`src/rtl/serial_add_ctrl.sv`:
```
// Bit-serial adder controller: runs one full-adder slice LSB-first over WIDTH cycles.
// Optional subtract mode (a - b) is enabled by defining SERIAL_ADD_SUB_EN.
module serial_add_ctrl #(
  parameter int WIDTH = 8
) (
  input  logic             clk,
  input  logic             rst,
  input  logic             start,
  input  logic [WIDTH-1:0] a,
  input  logic [WIDTH-1:0] b,
`ifdef SERIAL_ADD_SUB_EN
  input  logic             sub,
`endif
  output logic             busy,
  output logic             done,
  output logic [WIDTH-1:0] sum,
  output logic             cout
);

  localparam int CW = $clog2(WIDTH + 1);

  typedef enum logic [1:0] {
    IDLE = 2'd0,
    RUN  = 2'd1,
    DONE = 2'd2
  } state_t;

  state_t           state_q;
  logic [CW-1:0]    cnt_q;
  logic             carry_q;
  logic [WIDTH-1:0] a_q;
  logic [WIDTH-1:0] b_q;
  logic [WIDTH-1:0] psum_q;
  logic [WIDTH-1:0] sum_q;
  logic             cout_q;
  logic             busy_q;
  logic             done_q;

  logic             s_d;
  logic             c_d;
  logic [WIDTH-1:0] psum_d;
  logic [WIDTH-1:0] b_load;
  logic             cin_load;

  // Two half adders chained through the carry flip-flop.
  always_comb begin
    s_d    = a_q[0] ^ b_q[0] ^ carry_q;
    c_d    = (a_q[0] & b_q[0]) | ((a_q[0] ^ b_q[0]) & carry_q);
    psum_d = {s_d, psum_q[WIDTH-1:1]};
  end

`ifdef SERIAL_ADD_SUB_EN
  // Subtraction as a + ~b + 1.
  assign b_load   = sub ? ~b : b;
  assign cin_load = sub;
`else
  assign b_load   = b;
  assign cin_load = 1'b0;
`endif

  always_ff @(posedge clk or posedge rst) begin
    if (rst) begin
      state_q <= IDLE;
      cnt_q   <= '0;
      carry_q <= 1'b0;
      a_q     <= '0;
      b_q     <= '0;
      psum_q  <= '0;
      sum_q   <= '0;
      cout_q  <= 1'b0;
      busy_q  <= 1'b0;
      done_q  <= 1'b0;
    end else begin
      case (state_q)
        IDLE: begin
          if (start) begin
            a_q     <= a;
            b_q     <= b_load;
            carry_q <= cin_load;
            cnt_q   <= '0;
            state_q <= RUN;
            busy_q  <= 1'b1;
          end
        end
        RUN: begin
          psum_q  <= psum_d;
          carry_q <= c_d;
          a_q     <= {1'b0, a_q[WIDTH-1:1]};
          b_q     <= {1'b0, b_q[WIDTH-1:1]};
          cnt_q   <= cnt_q + CW'(1);
          if (cnt_q == CW'(WIDTH - 1)) begin
            sum_q   <= psum_d;
            cout_q  <= c_d;
            state_q <= DONE;
            busy_q  <= 1'b0;
            done_q  <= 1'b1;
          end
        end
        DONE: begin
          state_q <= IDLE;
          done_q  <= 1'b0;
        end
        default: begin
          state_q <= IDLE;
          busy_q  <= 1'b0;
          done_q  <= 1'b0;
        end
      endcase
    end
  end

  assign busy = busy_q;
  assign done = done_q;
  assign sum  = sum_q;
  assign cout = cout_q;

endmodule

```
`config.mk`:
```
export PLATFORM = sky130hd
export DESIGN_NAME = serial_add_ctrl
export DESIGN_NICKNAME = d
export VERILOG_FILES = /design/src/rtl/serial_add_ctrl.sv
export SDC_FILE = /design/constraint.sdc
export NUM_CORES = 1
export LEC_CHECK = 0
export BUFFER_PORTS_ARGS = -buffer_cell sky130_fd_sc_hd__clkbuf_2
export CAP_MARGIN = 10
export CORE_ASPECT_RATIO = 1.1
export CORE_UTILIZATION = 40
export CTS_CLUSTER_SIZE = 25
export DETAILED_ROUTE_END_ITERATION = 8
export SLEW_MARGIN = 10
export SYNTH_ARGS = -nofsm -noshare
export SYNTH_HDL_FRONTEND = slang
export SYNTH_SLANG_ARGS = --single-unit
```
`constraint.sdc`:
```
create_clock -name clk -period 1.9 [get_ports clk]
set_clock_uncertainty 0.1 [all_clocks]
set_input_delay 0.095 -clock clk [delete_from_list [all_inputs] [get_ports clk]]
set_output_delay 0.095 -clock clk [all_outputs]
set_load 0.02 [all_outputs]
```
* Word level (Yosys, flattened, before mapping)
Index checks and enable logic that the tools add are counted.
** Cells by class
- Add/subtract/negate cells :: 1
- Equality and inequality tests :: 5
- Multiplexer cells :: 16
- Bitwise operators :: 7
- Reductions and logical operators :: 7
** Operators by type and width (count)
- $pmux W8 S2 :: 2
- $mux W8 :: 2
- $pmux W4 S2 :: 1
- $reduce_and A2 Y1 :: 4
- $add A4 B1 Y4 const B :: 1
- $eq A4 B3 Y1 const B :: 1
- $mux W1 :: 4
- $mux W2 :: 2
- $mux W4 :: 1
- $ne A2 B2 Y1 const B :: 2
- $pmux W1 S2 :: 2
- $pmux W2 S2 :: 1
- $pmux W1 S3 :: 1
- $reduce_and A3 Y1 :: 1
- $and A1 B1 Y1 :: 2
- $eq A2 B1 Y1 const B :: 1
- $eq A2 B2 Y1 const B :: 1
- $logic_not A2 Y1 :: 1
- $not A1 Y1 :: 2
- $reduce_bool A2 Y1 :: 1
- $xor A1 B1 Y1 :: 2
- $or A1 B1 Y1 :: 1
** Word-level totals
- Register bits :: 42

* Logic depth before layout (Yosys ltp)
Gate-level depths: netlist (run 1).
- Depth after elaboration :: 4
- Mapped depth :: 5

* Worst setup path after synthesis (run 1)
OpenSTA, ideal clock, no wires.
- Path type :: register to register
- Start :: register cnt_q[0]
- End :: register cout_q, in the netlist cout
- Setup time :: 0.125 ns
- Arrival :: 1.382 ns
- Data required time :: 1.675 ns
- Slack :: 0.293 ns
- Stages on the path, launching flop included :: 6
- Clock period less this slack :: 1.607 ns
- Cells stage by stage :: dfrtp_1 ha_1 and3b_1 and2_4 buf_12 mux2_4
** On the way
- Word-level cells in the longest chain between the ends :: 2
** RTL lines
- start: declaration :: RTL line 29 : logic [CW-1:0] cnt_q;
- start signal: assignment :: RTL line 90 : cnt_q <= cnt_q + CW'(1);
- $eq A4 B3 Y1 :: RTL line 91 : if (cnt_q == CW'(WIDTH - 1)) begin
- $reduce_and A2 Y1 (no line)
- end signal: assignment :: RTL line 70 : cout_q <= 1'b0;
- end signal: assignment :: RTL line 93 : cout_q <= c_d;
- end: declaration :: RTL line 35 : logic cout_q;
Every way passes these cells.
A chain may end at the register's enable or synchronous reset.

* Final worst setup path (run 1)
- Start :: register cnt_q[0]
- End :: register sum_q[6], in the netlist sum[6]
** On the way
- Word-level cells in the longest chain between the ends :: 2
** RTL lines
- $eq A4 B3 Y1 :: RTL line 91
- $reduce_and A2 Y1 (no line)
- end signal: assignment :: RTL line 92 : sum_q <= psum_d;
- end: declaration :: RTL line 34 : logic [WIDTH-1:0] sum_q;
Every way passes these cells.

==> results.json, run 1 <==
{
  "cts_max_path_buffers": 2,
  "cts_root_buf": "clkbuf_8",
  "core_um2": 4350,
  "yosys_warnings": 0,
  "cap_violations": 0,
  "drt-wirelength-per-cell_um": 14.3,
  "postCtsSetupBuffers": 0,
  "cp-start-kind": "flip-flop",
  "gp_congestion": 0.793,
  "worstPathCellList": "ha_1, and3b_1, and2_4, mux2_2",
  "syn_area_per_cell_um2": 12.4,
  "syn_area_um2": 1820,
  "place.port_buffers": 29,
  "synthToLayoutAreaGrowth_pct": 19.6,
  "worstPathRequired_ns": 1.97,
  "p_leak_uw": 0.00107,
  "initial_core_util_pct": 41.9,
  "critPathMaxStageDelay_ns": 0.40,
  "die_w_um": 66.3,
  "row_count": 25,
  "grt_pass1_vias": 1384,
  "cts_buffers": 5,
  "synth_cells": 147,
  "hpwlAfterDp_mm": 2.40,
  "slowest_stage": "dfrtp_1",
  "grt-ovfl-total": 0,
  "vias": 1270,
  "synth_edf_count": 0,
  "path_clk_slew_ns": 0.07,
  "antenna_found_initial": 0,
  "ctsResizeCount": 0,
  "grt_max_degree": 42,
  "drt_iter0_drc": 59,
  "ios": 30,
  "power_density_nw_per_um2": 1470,
  "rsz0062_at_grt": "no",
  "cts_tree": "done",
  "hold_violations": 0,
  "synth-seq-cells": 41,
  "ctsHoldBuffers": 6,
  "fin_crit_ns": 1.67,
  "vias_per_cell": 5.25,
  "min_path_type": "input pin to flip-flop",
  "drc": 0,
  "n_antenna_cell": 0,
  "worstPathArrival_ns": 1.75,
  "grt_pass1_wl_mm": 6.02,
  "ir_drop_uv": 544,
  "synth.distinct_cells": 30,
  "wirelength_mm": 3.46,
  "drtAntennaViolNets": 0,
  "multi_input_area_um2": 719,
  "crit_fanout": 11,
  "wl_met2_mm": 1.72,
  "dominantRegCellSynth": "dfrtp_1",
  "setup_viol": 0,
  "fillers": 403,
  "drt-met1-wl_mm": 1.52,
  "cp.buffers_inverters": 0,
  "die_area_um2": 4830,
  "worstSkewPairLatency_ns": 0.29,
  "clkSinkCount": 41,
  "timing.final.crit_share_pct": 88.1,
  "htreeDepth": 2,
  "met3_length_um": 152,
  "async_reset_ff_share_pct": 100,
  "critPathTopFamily": "simple AND/OR/NAND/NOR gates",
  "final-max-slew-violation-count": 0,
  "run_status": "finished, final reports clean",
  "endpoint_kind": "flip-flop",
  "regArea_um2": 1030,
  "max_freq_mhz": 597,
  "grt.total_usage_pct": 17.1,
  "synth_nets": 168,
  "first_pass_iters": 6,
  "dieHeight_um": 72.8,
  "ys_seq_area_share_pct": 56.3,
  "drive_gt1_share_pct": 34.0,
  "top_layer": "met4",
  "worstMarginPinSlew_ns": 0.513,
  "worstSetupPathType": "flip-flop to flip-flop",
  "relSlewSlack_pct": 65.8,
  "totalPowerFinal_uw": 3210,
  "tns_ns": 0,
  "nets": 209
}
-- cell usage in the layout (no fill, tap or decap), drive strengths merged --
cell / instances
and2b: 1
inv: 3
nand2: 13
a21o: 2
a21oi: 11
dlygate4sd3: 7
fa: 1
mux2: 17
dfrtp: 41
and2: 1
o21bai: 1
o21ai: 16
nand4: 1
clkbuf: 36
nand3: 1
a22oi: 8
a211oi: 1
nand2b: 1
buf: 7
and3b: 7
ha: 1
nor2b: 6
mux2i: 1
a22o: 4
-- report_power, final --
part | switching, uW | internal (uW) | leakage (uW) | total (uW)
Sequential | 234 | 1220 | 0.000526 | 1450
Combinational | 568 | 617 | 0.000498 | 1190
Clock | 281 | 288 | 0.0000443 | 569
-- tightest hold or removal path: stages --
cell and delay (ns):
clkbuf_2 0.08, a22oi_1 0.05, o21ai_0 0.14
-- Yosys cell counts (all sizes together), types with 3 or more instances --
cell type  count  share of area (%)
dfrtp         41                 56
mux2          17                 12
o21ai         16                4.4
nand2         13                2.7
a21oi         11                3.0
a22oi          8                3.3
and3b          7                3.4
buf            7                3.2
nor2b          6                2.5
a22o           4                2.0
inv            3               0.62
-- layer usage --
metal / up-vias / global-route usage, %
met2: 35 / 29.7
met5: - / 0
met3: 8 / 5.94
met4: 0 / 8.27
li1: 597 / -
met1: 630 / 18.5
-- final timing paths --
check                                           from                 end  slack, ns  depth (start not counted)
worst max-delay path            cnt_q[0]$_DFFE_PP0P_  sum[6]$_DFFE_PP0P_       0.23                          4
worst min-delay path                            b[3]  b_q[3]$_DFFE_PP0P_       0.01                          3
worst max register to register  cnt_q[0]$_DFFE_PP0P_  sum[6]$_DFFE_PP0P_       0.23                          4
worst min register to register      busy$_DFFE_PP0P_    busy$_DFFE_PP0P_       0.38                          1
max in group asynchronous                        rst  b_q[0]$_DFFE_PP0P_       0.98                          4
min in group asynchronous                        rst  sum[6]$_DFFE_PP0P_       0.36                          4
-- cell type report --
type,instances,share of cell area (%)
Sequential cell,41,47.1
Clock buffer,7,3.96
Timing Repair Buffer,43,12.3
Tap cell,54,3.10
Multi-Input combinational cell,94,33.0
Inverter,3,0.517
-- sequential cells by signal, indices dropped and copies added, names as in the netlist --
register,flops
a_q,8
psum_q,7
cout,1
state_q,2
cnt_q,4
busy,1
carry_q,1
b_q,8
sum,8
done,1
-- metrics by stage --
step | setup slack [ns] | instance area (um^2) | cells | hold slack [ns] | util [%]
after CTS | 0.223 | 2170 | 241 | 0.00846 | 49.9
final | 0.226 | 2180 | 242 | 0.0132 | 50.1
after detailed placement | 0.233 | 2020 | 228 | 0.143 | 46.5
after floorplan | 0.293 | 1820 | 147 | 0.128 | -
after global routing | 0.122 | 2180 | 242 | 0.0459 | 50.1
after global placement | 0.308 | 2020 | 228 | 0.128 | 46.5
-- kinds of logic (layout without fill, tap and decap cells) --
| group | after synthesis | after routing | share of synthesized area (%) |
|---|---|---|---|
| fa+ha+maj | 2 | 2 | 1.79 |
| simple gates | 31 | 31 | 10.4 |
| buf+inv | 12 | 53 | 4.19 |
| mux | 18 | 18 | 12.7 |
| compound gates | 43 | 43 | 14.6 |
| flops | 41 | 41 | 56.3 |
(Power assumes the default switching activity.)
==> run 2, diff against run 1 <==
Settings changed: CTS_BUF_LIST set to sky130_fd_sc_hd__clkbuf_2 sky130_fd_sc_hd__clkbuf_4 sky130_fd_sc_hd__clkbuf_8.
==> results.json, run 2 (same netlist as run 1, synthesis figures left out) <==
{
  "ir_drop_uv": 542,
  "grt.total_usage_pct": 17.1,
  "worstPathRequired_ns": 1.98,
  "run_status": "finished, final reports clean",
  "max_freq_mhz": 598,
  "dieHeight_um": 72.8,
  "first_pass_iters": 4,
  "hpwlAfterDp_mm": 2.40,
  "endpoint_kind": "flip-flop",
  "p_leak_uw": 0.00107,
  "vias": 1268,
  "grt_max_degree": 42,
  "cts_tree": "done",
  "n_antenna_cell": 0,
  "drtAntennaViolNets": 0,
  "relSlewSlack_pct": 65.8,
  "power_density_nw_per_um2": 1480,
  "hold_slack_ns": 0.00835,
  "drt_iter0_drc": 63,
  "setup_viol": 0,
  "rsz0062_at_grt": "no",
  "path_clk_slew_ns": 0.07,
  "multi_input_area_um2": 719,
  "place.port_buffers": 29,
  "drive_gt1_share_pct": 34.6,
  "min_path_type": "input pin to flip-flop",
  "grt_pass1_vias": 1384,
  "core_um2": 4350,
  "hp-start": "b[1]",
  "worstPathArrival_ns": 1.75,
  "hold_violations": 0,
  "cts_root_buf": "clkbuf_8",
  "cp-start-kind": "flip-flop",
  "fillers": 403,
  "ios": 30,
  "totalPowerFinal_uw": 3220,
  "die_w_um": 66.3,
  "worstMarginPinSlew_ns": 0.513,
  "cts_max_path_buffers": 2,
  "grt-ovfl-total": 0,
  "htreeDepth": 2,
  "drc": 0,
  "die_area_um2": 4830,
  "fin_crit_ns": 1.67,
  "grt_pass1_wl_mm": 6.02,
  "r2r-start": "cnt_q[0]$_DFFE_PP0P_",
  "cap_violations": 0,
  "vias_per_cell": 5.24,
  "final-max-slew-violation-count": 0,
  "clkSinkCount": 41,
  "worstSetupPathType": "flip-flop to flip-flop",
  "wirelength_mm": 3.44,
  "worstSkewPairLatency_ns": 0.29,
  "layout_common_cells": "dfrtp_1, clkbuf_2, o21ai_0",
  "crit_start": "cnt_q[0]$_DFFE_PP0P_",
  "crit_fanout": 11,
  "layout_commonest_cell": "dfrtp_1",
  "ctsResizeCount": 0,
  "timing.final.crit_share_pct": 87.9,
  "gp_congestion": 0.793,
  "regArea_um2": 1030,
  "initial_core_util_pct": 41.9,
  "tns_ns": 0,
  "setup_ws_ns": 0.229,
  "row_count": 25,
  "antenna_found_initial": 0,
  "cts_buffers": 5,
  "postCtsSetupBuffers": 0,
  "synthToLayoutAreaGrowth_pct": 19.8,
  "drt-wirelength-per-cell_um": 14.2,
  "nets": 209,
  "place_ws_ns": 0.233
}
run 2: layout make-up:
| type | count | share of cell area [%] |
|---|---|---|
| inverter | 3 | 0.516 |
| timing repair buffer | 43 | 12.3 |
| sequential | 41 | 47.0 |
| clock buffer | 7 | 4.13 |
| tap | 54 | 3.10 |
| multi-input combinational | 94 | 33.0 |
run 2: metal layers:
metal  global-route usage (%)  vias to the layer above  routed length [um]
li1                         -                      597                   -
met2                     29.7                       29                1750
met1                     18.5                      636                1490
met3                     5.94                        6                 132
met5                        0                        -                   0
met4                     8.27                        0                  75
run 2: where the power goes:
group	internal, uW	switching, uW	total [uW]	leakage [uW]
Combinational	617	568	1190	0.000498
Clock	303	280	583	0.0000477
Sequential	1220	234	1450	0.000526
Total	2140	1080	3220	0.00107
run 2: worst max-delay path, cell delays in order (launching register included):
cell     delay (ns)
dfrtp_1        0.40
ha_1           0.21
and3b_1        0.21
and2_4         0.27
mux2_2         0.36
run 2: worst paths after layout:
| path | endpoint | slack [ns] | cells after the start |
|---|---|---|---|
| max in group asynchronous | a_q[1]$_DFFE_PP0P_ | 0.98 | 4 |
| setup reg to reg | sum[6]$_DFFE_PP0P_ | 0.23 | 4 |
| setup / recovery | sum[6]$_DFFE_PP0P_ | 0.23 | 4 |
| hold reg to reg | busy$_DFFE_PP0P_ | 0.38 | 1 |
| min in group asynchronous | sum[5]$_DFFE_PP0P_ | 0.36 | 4 |
| hold / removal | b_q[1]$_DFFE_PP0P_ | 0.008 | 3 |
run 2: stage by stage:
stage	util, %	cells	instance area (um^2)
floorplan	-	147	1820
global placement	46.5	228	2020
detailed placement	46.5	228	2020
CTS	50.0	241	2170
global route	50.2	242	2180
finish	50.2	242	2180
run 2: timing repair:
| action | CTS | global route |
|---|---|---|
| endpoints found under the setup margin | 0 | 0 |
| hold buffers | 6 | 1 |
| endpoints found under the hold margin | 46 | 1 |
==> run 3, diff against run 2 <==
==> constraint.sdc (replaced) <==
create_clock -name clk -period 1.9 [get_ports clk]
set_clock_uncertainty 0.1 [all_clocks]
set_input_delay 0 -clock clk [delete_from_list [all_inputs] [get_ports clk]]
set_output_delay 0 -clock clk [all_outputs]
set_load 0.02 [all_outputs]
==> results.json, run 3 (same netlist as run 1, synthesis figures left out) <==
{
  "combPwrFrac_pct": 36.9,
  "core_um2": 4350,
  "power_density_nw_per_um2": 1450,
  "worstPathRequired_ns": 1.98,
  "nets": 213,
  "drt_iter0_drc": 72,
  "finalInstanceArea_um2": 2220,
  "max_freq_mhz": 598,
  "worstPathCellList": "ha_1, and3b_1, and2_4, mux2_2",
  "clkSinkCount": 41,
  "path_clk_slew_ns": 0.07,
  "initial_core_util_pct": 41.9,
  "htreeDepth": 2,
  "grt_max_degree": 42,
  "worstMarginPinSlew_ns": 0.515,
  "wirelength_mm": 3.49,
  "vias_per_cell": 5.24,
  "cts_root_buf": "clkbuf_8",
  "ir_drop_uv": 539,
  "p_leak_uw": 0.00109,
  "ios": 30,
  "synthToLayoutAreaGrowth_pct": 22.0,
  "tns_ns": 0,
  "first_pass_iters": 4,
  "slowest_stage": "dfrtp_1",
  "n_antenna_cell": 0,
  "grt_pass1_wl_mm": 6.07,
  "run_status": "finished, final reports clean",
  "cts_tree": "done",
  "min_path_type": "input pin to flip-flop",
  "worstSkewPairLatency_ns": 0.29,
  "die_w_um": 66.3,
  "layout_commonest_cell": "dfrtp_1",
  "grt_pass1_vias": 1390,
  "drc": 0,
  "cap_violations": 0,
  "endpoint_kind": "flip-flop",
  "place.port_buffers": 29,
  "postCtsSetupBuffers": 0,
  "worstSetupPathType": "flip-flop to flip-flop",
  "drtAntennaViolNets": 0,
  "p_switching_uw": 1080,
  "dpl-instance-area_um2": 2020,
  "dieHeight_um": 72.8,
  "setup_ws_ns": 0.229,
  "grt.total_usage_pct": 17.4,
  "cts_buffers": 5,
  "relSlewSlack_pct": 65.6,
  "internal_power_uw": 2150,
  "worstPathArrival_ns": 1.75,
  "die_area_um2": 4830,
  "timing.final.crit_share_pct": 87.9,
  "setup_viol": 0,
  "switching_share_pct": 33.6,
  "fin_crit_ns": 1.67,
  "hold_violations": 0,
  "grt-ovfl-total": 0,
  "critPathMaxStageDelay_ns": 0.40,
  "clock_power_share_pct": 18.0,
  "antenna_found_initial": 0,
  "cts_max_path_buffers": 2,
  "utilization_pct": 51.1,
  "gp_congestion": 0.793,
  "row_count": 25,
  "drive_gt1_share_pct": 33.9,
  "place_ws_ns": 0.233,
  "final-max-slew-violation-count": 0,
  "rsz0062_at_grt": "no",
  "hpwlAfterDp_mm": 2.40,
  "vias": 1290,
  "drt-wirelength-per-cell_um": 14.2,
  "cp-start-kind": "flip-flop",
  "totalPowerFinal_uw": 3230,
  "seqPwrFrac_pct": 45.0,
  "layout_common_cells": "dfrtp_1, clkbuf_2, o21ai_0",
  "crit_fanout": 11
}
-- run 3: changes by cell type in the layout (fill, tap and decap cells not counted), sizes merged --
cell,previous run,this run
dlygate4sd3,7,11
-- run 3: metal layers --
layer	global-route usage [%]	vias up	part of all wire, %
met4	8.98	0	2.6
met3	6.09	8	4.0
li1	-	605	-
met1	18.5	646	43
met5	0	-	0
met2	30.2	31	51
-- run 3: worst paths after layout --
path	endpoint	slack (ns)	cells past startpoint	start
max reg2reg	sum[6]$_DFFE_PP0P_	0.23	4	cnt_q[0]$_DFFE_PP0P_
min reg2reg	busy$_DFFE_PP0P_	0.38	1	busy$_DFFE_PP0P_
max	sum[6]$_DFFE_PP0P_	0.23	4	cnt_q[0]$_DFFE_PP0P_
max in group asynchronous	b_q[1]$_DFFE_PP0P_	1.07	4	rst
min in group asynchronous	sum[5]$_DFFE_PP0P_	0.26	4	rst
min	a_q[1]$_DFFE_PP0P_	0.02	4	a[1]
-- run 3: layout make-up --
cell class / count / area [um^2]
fillers: 400 / 2130
clock buffers: 7 / 90.1
well taps: 54 / 67.6
repair buffers: 47 / 308
flip-flops and latches: 41 / 1030
multi-input cells: 94 / 719
inverters: 3 / 11.3
-- run 3: repair_timing --
| action | 4_1_cts | 5_1_grt |
|---|---|---|
| hold buffers | 11 | 0 |
| hold endpoints to repair | 51 | 0 |
| resized for setup | 0 | 0 |
-- run 3: through the flow --
step           instances  hold slack [ns]
5_1_grt              246           0.0109
3_3_place_gp         228           0.0326
4_1_cts              246           0.0101
3_5_place_dp         228           0.0478
6_report             246           0.0197
2_1_floorplan        147           0.0326
-- run 3: worst max-delay path: cells and delay by family, from the launching register on --
kind / cells / cell delay, ns
adders and majority gates: 1 / 0.21
DFF: 1 / 0.40
muxes: 1 / 0.36
and+or+nand+nor: 2 / 0.48
-- run 3: power groups by stage --
stage	combinational (uW)	clock (uW)	sequential [uW]
5_1_grt	1330	638	1510
3_3_place_gp	1150	0	1450
2_1_floorplan	784	0	1550
3_5_place_dp	1200	0	1480
4_1_cts	1210	597	1460
6_report	1190	582	1450
